==> config.mk <==
export PLATFORM = sky130hd
export DESIGN_NAME = block_assembler
export DESIGN_NICKNAME = d
export VERILOG_FILES = /design/src/rtl/block_assembler.sv
export SDC_FILE = /design/constraint.sdc
export NUM_CORES = 1
export LEC_CHECK = 0
export BUFFER_PORTS_ARGS = -buffer_cell sky130_fd_sc_hd__buf_2
export CAP_MARGIN = 20
export CORE_UTILIZATION = 58
export DETAILED_ROUTE_END_ITERATION = 8
export PLACE_DENSITY = 0.92
export SETUP_SLACK_MARGIN = 0.5
export SYNTH_ARGS = -nofsm -noshare
export SYNTH_HDL_FRONTEND = slang
export SYNTH_SLANG_ARGS = --single-unit
==> constraint.sdc <==
create_clock -name clk_in -period 6.3 [get_ports clk_in]
set_clock_uncertainty 0.15 [all_clocks]
set_input_delay 1.26 -clock clk_in [delete_from_list [all_inputs] [get_ports clk_in]]
set_output_delay 1.26 -clock clk_in [all_outputs]
set_load 0.1 [all_outputs]
==> src/rtl/block_assembler.sv <==
// block_assembler: expands (run, value) symbols into 64 zig-zag coefficients per 8x8 block,
// one registered coefficient per cycle, with optional DC delta prediction.
module block_assembler #(
    parameter bit DELTA_DECODE = 1'b0
) (
    input  logic        clk_in,
    input  logic        rst_in,
    input  logic [11:0] value_in,
    input  logic [5:0]  run_in,
    input  logic        dc_in,
    input  logic        valid_in,
    input  logic        restart_in,
    output logic        ready_out,
    output logic [11:0] coef_out,
    output logic [5:0]  index_out,
    output logic        valid_out,
    output logic        last_out,
    output logic        err_out
);
    typedef enum logic [1:0] {ACCEPT, RUN, FILL} state_t;
    state_t state, state_d;
    logic [5:0] pos, pos_d, cnt, cnt_d, emit_idx;
    logic [11:0] lat, lat_d, pred, pred_d, emit_val, dc_val;
    logic emit, err;

    assign ready_out = (state == ACCEPT) && rst_in;

    // A run symbol emits its first zero on the accepting edge, so cnt holds the zeros still owed.
    always_comb begin
        state_d = state;
        pos_d = pos;
        cnt_d = cnt;
        lat_d = lat;
        pred_d = restart_in ? '0 : pred;
        dc_val = DELTA_DECODE ? value_in + pred_d : value_in;
        emit = 1'b0;
        emit_idx = pos;
        emit_val = '0;
        err = 1'b0;
        case (state)
            ACCEPT: if (valid_in) begin
                if (dc_in) begin
                    emit = 1'b1;
                    emit_idx = '0;
                    emit_val = dc_val;
                    pred_d = dc_val;
                    err = pos != '0;
                end else if (pos == '0) begin
                    err = 1'b1;
                end else if (run_in == '0) begin
                    emit = 1'b1;
                    emit_val = value_in;
                    if (value_in == '0) state_d = FILL;
                end else begin
                    emit = 1'b1;
                    err = pos == 6'd63;
                    lat_d = value_in;
                    cnt_d = run_in - 6'd1;
                    state_d = RUN;
                end
            end
            RUN: begin
                emit = 1'b1;
                emit_val = cnt == '0 ? lat : '0;
                err = cnt != '0 && pos == 6'd63;
                cnt_d = cnt == '0 ? '0 : cnt - 6'd1;
                state_d = cnt == '0 ? ACCEPT : RUN;
            end
            FILL: emit = 1'b1;
            default: state_d = ACCEPT;
        endcase
        // A zero of a pending run landing on idx63 means its value would overflow the block.
        if (emit) pos_d = emit_idx + 6'd1;
        if (emit && emit_idx == 6'd63) state_d = ACCEPT;
    end

    always_ff @(posedge clk_in) begin
        if (!rst_in) begin
            state <= ACCEPT;
            pos <= '0;
            cnt <= '0;
            lat <= '0;
            pred <= '0;
            coef_out <= '0;
            index_out <= '0;
            valid_out <= 1'b0;
            last_out <= 1'b0;
            err_out <= 1'b0;
        end else begin
            state <= state_d;
            pos <= pos_d;
            cnt <= cnt_d;
            lat <= lat_d;
            pred <= pred_d;
            coef_out <= emit_val;
            index_out <= emit ? emit_idx : '0;
            valid_out <= emit;
            last_out <= emit && emit_idx == 6'd63;
            err_out <= err;
        end
    end
endmodule
==> run_results.csv, run 1 <==
group,metric,value,unit
floorplan,die_w,63.0,um
cts,htreeDepth,2,
sta,grt_setup_unrepaired,"false",
sta,maxSlewHeadroom,36.0,%
worst_hold_path,min_path_cells,2,
detailed_routing,drt_pass1_iterations,5,
sta,max_freq,270,MHz
yosys,syn_area_per_cell,8.80,sq um
power,p_sw_share,35.0,%
power,cellLeakagePower,1.15,nW
worst_setup_path,r2r_cells,8,
power,clockPowerShare,28.7,%
detailed_routing,drtIter0Drc,151,
yosys,syn-cell-area,2160,sq um
detailed_routing,antenna_left,0,
power,p_seq_share,38.3,%
cts,cts_tree,"built",
cts,worstSkewPairLatency,300,ps
floorplan,die_y,63.0,um
floorplan,dieArea,3970,sq um
layout,syn_to_final_growth,17.2,%
power,combPwrFrac,33.1,%
yosys,yosysSeqAreaShare,43.6,%
cts,cts.sinks,47,
global_routing,grt_start_max_net_pins,38,
sta,fin_setup_tns,0,ps
power,max-vdd-ir-drop,0.219,mV
worst_setup_path,cp.arrival,2290,ps
global_routing,grt_antenna_before_repair,0,
sta,report.final.hold_viol_count,0,
yosys,synth_cells,245,
flow_run,maxCapViolCount,0,
global_routing,grt_pass1_vias,1752,
cts,cts_hold_buf,0,
worst_hold_path,hp-class,"reg2reg",
floorplan,core,3440,sq um
cts,clkSlewWorstSetupHoldPaths,80,ps
detailed_routing,vias,1917,
yosys,synth-main-ff-cell,"dfxtp_1",
layout,layout_common_cells,"dfxtp_1, buf_2, nor2_1",
detailed_routing,wl_per_cell,13.8,um
sta,final-setup-viol-count,0,
placement,dp_hpwl,3.23,mm
power,total_power,0.000890,W
layout,finalNetCount,316,
power,p_sw,0.000311,W
power,power_density,352,nW/um^2
layout,n_antenna_cell,0,
cts,numCtsBuffers,5,
layout,drive_above_1_share,21.3,%
cts,post_cts_resize_count,0,
yosys,synthDistinctLibCells,45,
worst_setup_path,critPathMaxFanout,37,
global_routing,grt_overflow_total,0,
sta,post-route-period-util,58.8,%
yosys,yosys_warnings,0,
power,power.internal,0.000578,W
detailed_routing,drc_errors,0,
yosys,synth_nets,275,
placement,port_buffers,43,
sta,worstMarginPinSlew,959,ps
cts,postCtsSetupRepairBufs,0,
worst_setup_path,worstPathRequired,4890,ps
sta,drv_slew,0,
global_routing,grt_pass1_wl,7.69,mm
worst_setup_path,start_kind,"primary input",
yosys,ys_ff_latch,47,
floorplan,ios,45,
global_routing,grt_usage,24.5,%
cts,clock_path_buffers,2,
yosys,synth-edff-count,0,
outcome,status,"finished clean",
worst_setup_path,endpoint_kind,"output pin",
cts,cts-root-buf,"clkbuf_8",
detailed_routing,vias_per_cell,5.76,
floorplan,start_util,62.7,%
layout,layout_commonest_cell,"dfxtp_1",
floorplan,rows,21,
worst_setup_path,crit_type,"in2out",
yosys,async_flop_share,0,%
detailed_routing,wirelength,4.58,mm
sta,finalCriticalPeriod,3700,ps
placement,gp_congestion,0.886,
[path summary, 6_finish.rpt]
path	from	endpoint	slack, ps
worst max-delay path	rst_in	ready_out	2600
worst min-delay path	lat[5]	lat[5]	360
worst max register to register	state[0]	pos[4]	3770
worst min register to register	lat[5]	lat[5]	360
[cell usage after synthesis, drive strengths merged (2+ instances only)]
| master | n | area share (%) |
|---|---|---|
| dfxtp | 47 | 44 |
| nor2 | 37 | 6.4 |
| a21oi | 14 | 3.2 |
| a22oi | 13 | 4.5 |
| mux2i | 13 | 6.0 |
| nand2 | 13 | 2.5 |
| and2 | 11 | 3.3 |
| inv | 11 | 1.9 |
| o21ai | 9 | 2.1 |
| ha | 7 | 4.1 |
| clkbuf | 6 | 1.1 |
| nor3 | 6 | 1.4 |
| nor4 | 5 | 1.5 |
| o22ai | 5 | 1.5 |
| xnor2 | 5 | 2.0 |
| buf | 4 | 0.87 |
| nand3 | 4 | 0.93 |
| nor3b | 4 | 1.4 |
| o21a | 4 | 1.4 |
| nand2b | 3 | 0.87 |
| a211oi | 2 | 0.70 |
| a21boi | 2 | 0.87 |
| and3 | 2 | 0.58 |
| or2 | 2 | 0.58 |
| or3 | 2 | 0.58 |
| or4 | 2 | 1.0 |
| or4b | 2 | 0.93 |
[critical path: stages]
cell    delay [ps]
buf_2          170
inv_2          260
nor2_1         150
buf_2          440
[kinds of logic after synthesis]
logic type,Yosys count,share of synthesized area [%]
compound gates,57,17.6
simple gates,95,22.7
buf+inv,21,3.89
fa+ha+maj,7,4.06
flops,47,43.6
xor+xnor,5,2.03
mux,13,6.03
[layout make-up]
cell class / instances / area [sq um]
sequential: 47 / 941
multi-input combinational: 177 / 1130
clock buffer: 6 / 72.6
fill: 265 / 915
timing repair buffer: 44 / 223
inverter: 11 / 41.3
clock inverter: 2 / 60.1
tap: 46 / 57.6
[flip-flops by register name, summed over array words and instances, names as in the netlist]
register and cells:
state 2, lat 12, valid_out 1, pos 6, index_out 6, last_out 1, cnt 6, err_out 1
coef_out 12
[power by group through the flow]
stage          Combinational [W]  Clock (W)  Sequential (W)
6_report                0.000294   0.000255        0.000340
5_1_grt                 0.000320   0.000269        0.000343
4_1_cts                 0.000292   0.000258        0.000340
3_5_place_dp            0.000289          0        0.000346
3_3_place_gp            0.000283          0        0.000345
2_1_floorplan           0.000183          0        0.000395
[per-layer routing]
metal,vias up,track usage [%],wire length (um)
met2,82,42.3,2210
met3,8,6.20,333
met5,-,0,0
met4,0,6.40,51
li1,944,-,-
met1,883,29.9,1980
[through the flow]
stage	hold WS [ps]	std cells	utilization (%)	setup slack, ps	cell area, sq um
6_report	355	333	73.4	2600	2530
3_3_place_gp	319	325	69.6	2590	2390
3_5_place_dp	341	325	69.6	2600	2390
4_1_cts	361	333	73.4	2600	2530
2_1_floorplan	301	245	-	1820	2160
5_1_grt	386	333	73.4	2510	2530
No activity file was read; power rests on OpenSTA's default activity.
==> inputs of run 2 (changes only) <==
--- a/config.mk
+++ b/config.mk
@@ -7,9 +7,9 @@
 export LEC_CHECK = 0
 export BUFFER_PORTS_ARGS = -buffer_cell sky130_fd_sc_hd__buf_2
 export CAP_MARGIN = 20
-export CORE_UTILIZATION = 58
+export CORE_UTILIZATION = 54
 export DETAILED_ROUTE_END_ITERATION = 8
-export PLACE_DENSITY = 0.92
+export PLACE_DENSITY = 0.87
 export SETUP_SLACK_MARGIN = 0.5
 export SYNTH_ARGS = -nofsm -noshare
 export SYNTH_HDL_FRONTEND = slang
==> constraint.sdc (replaced) <==
create_clock -name clk_in -period 3.6 [get_ports clk_in]
set_clock_uncertainty 0.15 [all_clocks]
set_input_delay 0.72 -clock clk_in [delete_from_list [all_inputs] [get_ports clk_in]]
set_output_delay 0.72 -clock clk_in [all_outputs]
set_load 0.1 [all_outputs]
==> run 2 against run 1 <==
Net effect:
- count of clock-buffer cells in the layout decreased by 1
- clock power is 81% higher
- power rose by 77%
- highest routed layer unchanged
- combinational power grew 76%
- largest power group unchanged
- non-clock buffer count grew 3
- critical path depth unchanged
- utilization fell by 5.1 points
- critical path type unchanged
- sequential power is 75% higher
- global-route usage is 1.1 points lower
- sequential share of layout area decreased by 0.46 points
- sequential cell count is the same
==> run_results.csv, run 2 (synthesis gave the netlist of run 1 again) <==
group,metric,value,unit
outcome,status,"finished clean",
floorplan,rows,22,
cts,htreeDepth,2,
power,combPwrFrac,32.8,%
cts,post_cts_resize_count,0,
global_routing,grt_overflow_total,0,
power,max-vdd-ir-drop,0.326,mV
worst_setup_path,crit_type,"in2out",
floorplan,die_y,65.2,um
floorplan,start_util,57.6,%
power,p_seq_share,37.8,%
placement,port_buffers,43,
layout,drive_above_1_share,22.8,%
power,power.internal,0.00102,W
detailed_routing,wl_per_cell,13.4,um
placement,dp.cells,330,
layout,top_regs,"coef_out (12), lat (12)",
layout,fillers,309,
worst_setup_path,crit_chain,"buf_2 -> inv_2 -> nor2_2 -> buf_2",
cts,worstSkewPairLatency,310,ps
worst_setup_path,r2r_slack,1190,ps
power,cellLeakagePower,1.17,nW
layout,syn_to_final_growth,18.6,%
sta,post-route-period-util,74.4,%
placement,dp_hpwl,3.22,mm
worst_hold_path,whs_endpoint,"cnt[1]",
cts,clock_path_buffers,2,
worst_setup_path,cp_common_cell,"buf_2",
worst_setup_path,cp_slowest_cell,"buf_2",
floorplan,core,3740,sq um
sta,max_freq,374,MHz
sta,grt_setup_unrepaired,"false",
sta,report.final.hold_viol_count,0,
layout,layout_commonest_cell,"dfxtp_1",
flow_run,maxCapViolCount,0,
cts,clkSlewWorstSetupHoldPaths,90,ps
sta,maxSlewHeadroom,55.1,%
power,p_sw_share,35.3,%
global_routing,grt_antenna_before_repair,0,
worst_setup_path,critPathMaxStageDelay,440,ps
detailed_routing,drc_errors,0,
floorplan,die_w,65.2,um
sta,drv_slew,0,
worst_setup_path,r2r_cells,8,
floorplan,dieArea,4250,sq um
placement,gp_congestion,0.860,
detailed_routing,drt_pass1_iterations,4,
global_routing,grt_usage,23.4,%
worst_hold_path,min_path_cells,2,
global_routing,grt_start_max_net_pins,38,
cts,postCtsSetupRepairBufs,0,
worst_hold_path,hp-class,"reg2reg",
worst_setup_path,r2r_end,"pos[4]",
worst_setup_path,endpoint_kind,"output pin",
worst_setup_path,critPathMaxFanout,37,
power,power_density,614,nW/um^2
worst_setup_path,worstPathRequired,2730,ps
detailed_routing,antenna_left,0,
sta,fin_setup_tns,0,ps
cts,cts_hold_buf,0,
cts,cts-root-buf,"clkbuf_8",
cts,cts.sinks,47,
global_routing,grt_pass1_vias,1703,
worst_hold_path,min_from,"cnt[1]",
worst_setup_path,crit_family,"buffers and inverters",
worst_setup_path,reg2reg_from,"state[0]",
worst_setup_path,critPathBufInv,3,
layout,stdcell_count,338,
layout,finalNetCount,319,
worst_setup_path,start_kind,"primary input",
power,clockPowerShare,29.3,%
layout,layout_common_cells,"dfxtp_1, buf_2, nor2_1",
global_routing,grt_pass1_wl,7.62,mm
cts,cts_tree,"built",
worst_setup_path,cp.arrival,1810,ps
detailed_routing,wirelength,4.54,mm
detailed_routing,drtIter0Drc,188,
detailed_routing,vias_per_cell,5.71,
layout,n_antenna_cell,0,
power,p_sw,0.000554,W
sta,final-setup-viol-count,0,
cts,numCtsBuffers,5,
detailed_routing,vias,1930,
sta,finalCriticalPeriod,2680,ps
sta,worstMarginPinSlew,672,ps
floorplan,ios,45,
run 2: cell types whose count changed in the layout (fill, tap and decap cells not counted):
cell and change:
nor2_1 -1, buf_4 +3, nor2_2 +1, clkbuf_1 -1, clkinvlp_4 +1
run 2: worst max path at each step:
stage | startpoint | end | slack [ps] | cells after the start
after floorplan | rst_in | ready_out | 660 | 4
after global placement | rst_in | ready_out | 920 | 4
after detailed placement | rst_in | ready_out | 930 | 4
after CTS | rst_in | ready_out | 930 | 4
after global routing | rst_in | ready_out | 820 | 4
final | rst_in | ready_out | 920 | 4
run 2: tightest hold or removal path: cells and delay by family, from the launching register on:
kind / cells / cell delay (ps)
flip-flops: 1 / 310
buffers and inverters: 1 / 70
AO/OA/AOI/OAI: 1 / 60
run 2: stage by stage:
stage / instance area, sq um / power, W / hold slack (ps) / utilization [%] / setup WS (ps)
floorplan: 2160 / 0.00101 / 301 / - / 659
global placement: 2420 / 0.00111 / 320 / 64.7 / 918
detailed placement: 2420 / 0.00111 / 322 / 64.7 / 930
CTS: 2560 / 0.00157 / 336 / 68.3 / 927
global route: 2560 / 0.00164 / 348 / 68.3 / 824
finish: 2560 / 0.00157 / 335 / 68.3 / 923
run 2: routing by layer:
metal | part of all wire [%] | up-vias | routed length [um] | GRT usage [%]
li1 | - | 953 | - | -
met1 | 44 | 903 | 2020 | 28.9
met2 | 48 | 66 | 2190 | 38.0
met3 | 5.2 | 8 | 238 | 5.21
met4 | 2.2 | 0 | 99 | 11.7
met5 | 0 | - | 0 | 0
run 2: layout make-up:
cell class                 instances  area [sq um]  area share, %
multi-input combinational        177          1130           44.4
sequential                        47           941           36.8
timing repair buffer              47           245           9.58
clock buffer                       5          68.8           2.69
clock inverter                     3          67.6           2.64
tap                               48          60.1           2.35
inverter                          11          41.3           1.61
run 2: power by group through the flow:
stage	combinational, W	clock, W	sequential, W
6_report	0.000516	0.000461	0.000595
5_1_grt	0.000560	0.000483	0.000600
4_1_cts	0.000513	0.000466	0.000594
3_5_place_dp	0.000509	0	0.000605
3_3_place_gp	0.000503	0	0.000604
2_1_floorplan	0.000321	0	0.000691
==> inputs of run 3 (changes only) <==
==> constraint.sdc (replaced) <==
create_clock -name clk_in -period 2.7 [get_ports clk_in]
set_clock_uncertainty 0.15 [all_clocks]
set_input_delay 0.54 -clock clk_in [delete_from_list [all_inputs] [get_ports clk_in]]
set_output_delay 0.54 -clock clk_in [all_outputs]
set_load 0.1 [all_outputs]
==> run 3 against run 2 <==
Net effect:
- wire length grew 3.9%
- register-to-register slack worse by 630 ps
- critical path type is now reg2reg
- clock power fell by 11%
- sequential power is 34% higher
- worst hold slack improved by 15 ps
- cell count is 0.59% higher
- count of clock-buffer cells in the layout up 1
- worst setup slack worse by 370 ps
- sequential share of layout area is 0.24 points lower
- largest power group unchanged
- die area stayed put
- first-iteration DRC count shrank 15%
==> run_results.csv, run 3 (synthesis gave the netlist of run 1 again) <==
group,metric,value,unit
outcome,status,"finished clean",
detailed_routing,wirelength,4.72,mm
worst_setup_path,endpoint_kind,"flop",
placement,placed_area,2440,sq um
sta,final-setup-viol-count,0,
power,power.internal,0.00120,W
power,combPwrFrac,38.5,%
worst_hold_path,hp-class,"reg2reg",
detailed_routing,antenna_left,0,
layout,fin_area,2580,sq um
detailed_routing,drt_pass1_iterations,4,
placement,dp_hpwl,3.24,mm
layout,seqCellArea,943,sq um
layout,multi_input_area,1190,sq um
power,clockPowerShare,20.9,%
layout,top_regs,"coef_out (12), lat (12)",
sta,fin_setup_tns,0,ps
cts,postCtsSetupRepairBufs,0,
detailed_routing,vias_per_cell,5.77,
flow_run,maxCapViolCount,0,
layout,syn_to_final_growth,19.7,%
global_routing,grt_overflow_total,0,
detailed_routing,vias,1962,
layout,n_antenna_cell,0,
floorplan,rows,22,
detailed_routing,wl_per_cell,13.9,um
floorplan,start_util,57.6,%
placement,gp_congestion,0.873,
floorplan,ios,45,
floorplan,dieArea,4250,sq um
layout,fin_util,69.0,%
sta,finalCriticalPeriod,2140,ps
floorplan,core,3740,sq um
sta,max_freq,466,MHz
layout,drive_above_1_share,26.4,%
cts,cts_hold_buf,0,
worst_setup_path,cp.arrival,2230,ps
power,p_seq_share,40.6,%
power,p_sw,0.000758,W
cts,cts-root-buf,"clkbuf_8",
cts,clkSlewWorstSetupHoldPaths,80,ps
global_routing,grt_pass1_vias,1750,
sta,worstMarginPinSlew,687,ps
sta,maxSlewHeadroom,53.8,%
sta,drv_slew,0,
worst_setup_path,r2r_slack,560,ps
floorplan,die_y,65.2,um
placement,port_buffers,43,
layout,fillers,308,
detailed_routing,drc_errors,0,
cts,cts_tree,"built",
global_routing,grt_usage,23.5,%
global_routing,grt_antenna_before_repair,0,
layout,finalNetCount,321,
detailed_routing,drtIter0Drc,159,
layout,layout_commonest_cell,"dfxtp_1",
global_routing,grt_start_max_net_pins,29,
cts,htreeDepth,2,
cts,worstSkewPairLatency,290,ps
global_routing,grt_pass1_wl,7.85,mm
power,power_density,757,nW/um^2
worst_setup_path,crit_type,"reg2reg",
layout,layout_common_cells,"dfxtp_1, buf_2, nor2_1",
cts,numCtsBuffers,5,
power,max-vdd-ir-drop,0.439,mV
sta,worst_slack,556,ps
sta,post-route-period-util,79.4,%
sta,report.final.hold_viol_count,0,
floorplan,die_w,65.2,um
placement,dp_slack,298,ps
power,cellLeakagePower,1.16,nW
worst_setup_path,worstPathRequired,2780,ps
power,p_sw_share,38.8,%
worst_setup_path,critPathMaxFanout,4,
cts,clock_path_buffers,2,
cts,cts.sinks,47,
sta,grt_setup_unrepaired,"true",
worst_setup_path,start_kind,"flop",
## run 3: path summary, 6_finish.rpt
check,startpoint,endpoint,cells past startpoint
max reg2reg,state[0],pos[4],7
min reg2reg,cnt[1],cnt[1],2
max,state[0],pos[4],7
min,cnt[1],cnt[1],2
## run 3: what timing repair did
item | in CTS | in global routing
resized for setup | 7 | 7
hold endpoints to repair | 0 | 0
setup endpoints to repair | 3 | 8
## run 3: final cells by class
cell class,instances,share of cell area (%)
sequential,47,36.5
clock inverter,2,0.484
inverter,11,1.60
tap,48,2.33
multi-input combinational,177,45.9
timing repair buffer,49,10.3
clock buffer,6,2.81
## run 3: worst max-delay path: stages (launching register included)
cell     delay, ps
dfxtp_2        360
inv_1           90
ha_4           290
a21oi_1         60
nor2_2         170
nand3_1        180
or4b_2         630
a21oi_1        150
## run 3: power by group through the flow
stage	Sequential (W)	Clock, W	Combinational, W
final	0.000795	0.000409	0.000752
after global routing	0.000804	0.000449	0.000805
after CTS	0.000792	0.000421	0.000716
after detailed placement	0.000806	0	0.000693
after global placement	0.000804	0	0.000679
after floorplan	0.000922	0	0.000431
## run 3: metal layers
| layer | wire, um | GRT usage (%) | share of wire, % |
|---|---|---|---|
| met1 | 2010 | 30.8 | 43 |
| met2 | 2310 | 37.8 | 49 |
| met3 | 325 | 5.56 | 6.9 |
| met4 | 68 | 7.61 | 1.4 |
| met5 | 0 | 0 | 0 |
## run 3: per-stage QoR
step / instances / power [W] / hold WS, ps
after detailed placement: 332 / 0.00150 / 335
final: 340 / 0.00196 / 350
after CTS: 340 / 0.00193 / 347
after floorplan: 245 / 0.00135 / 301
after global placement: 332 / 0.00148 / 326
after global routing: 340 / 0.00206 / 364
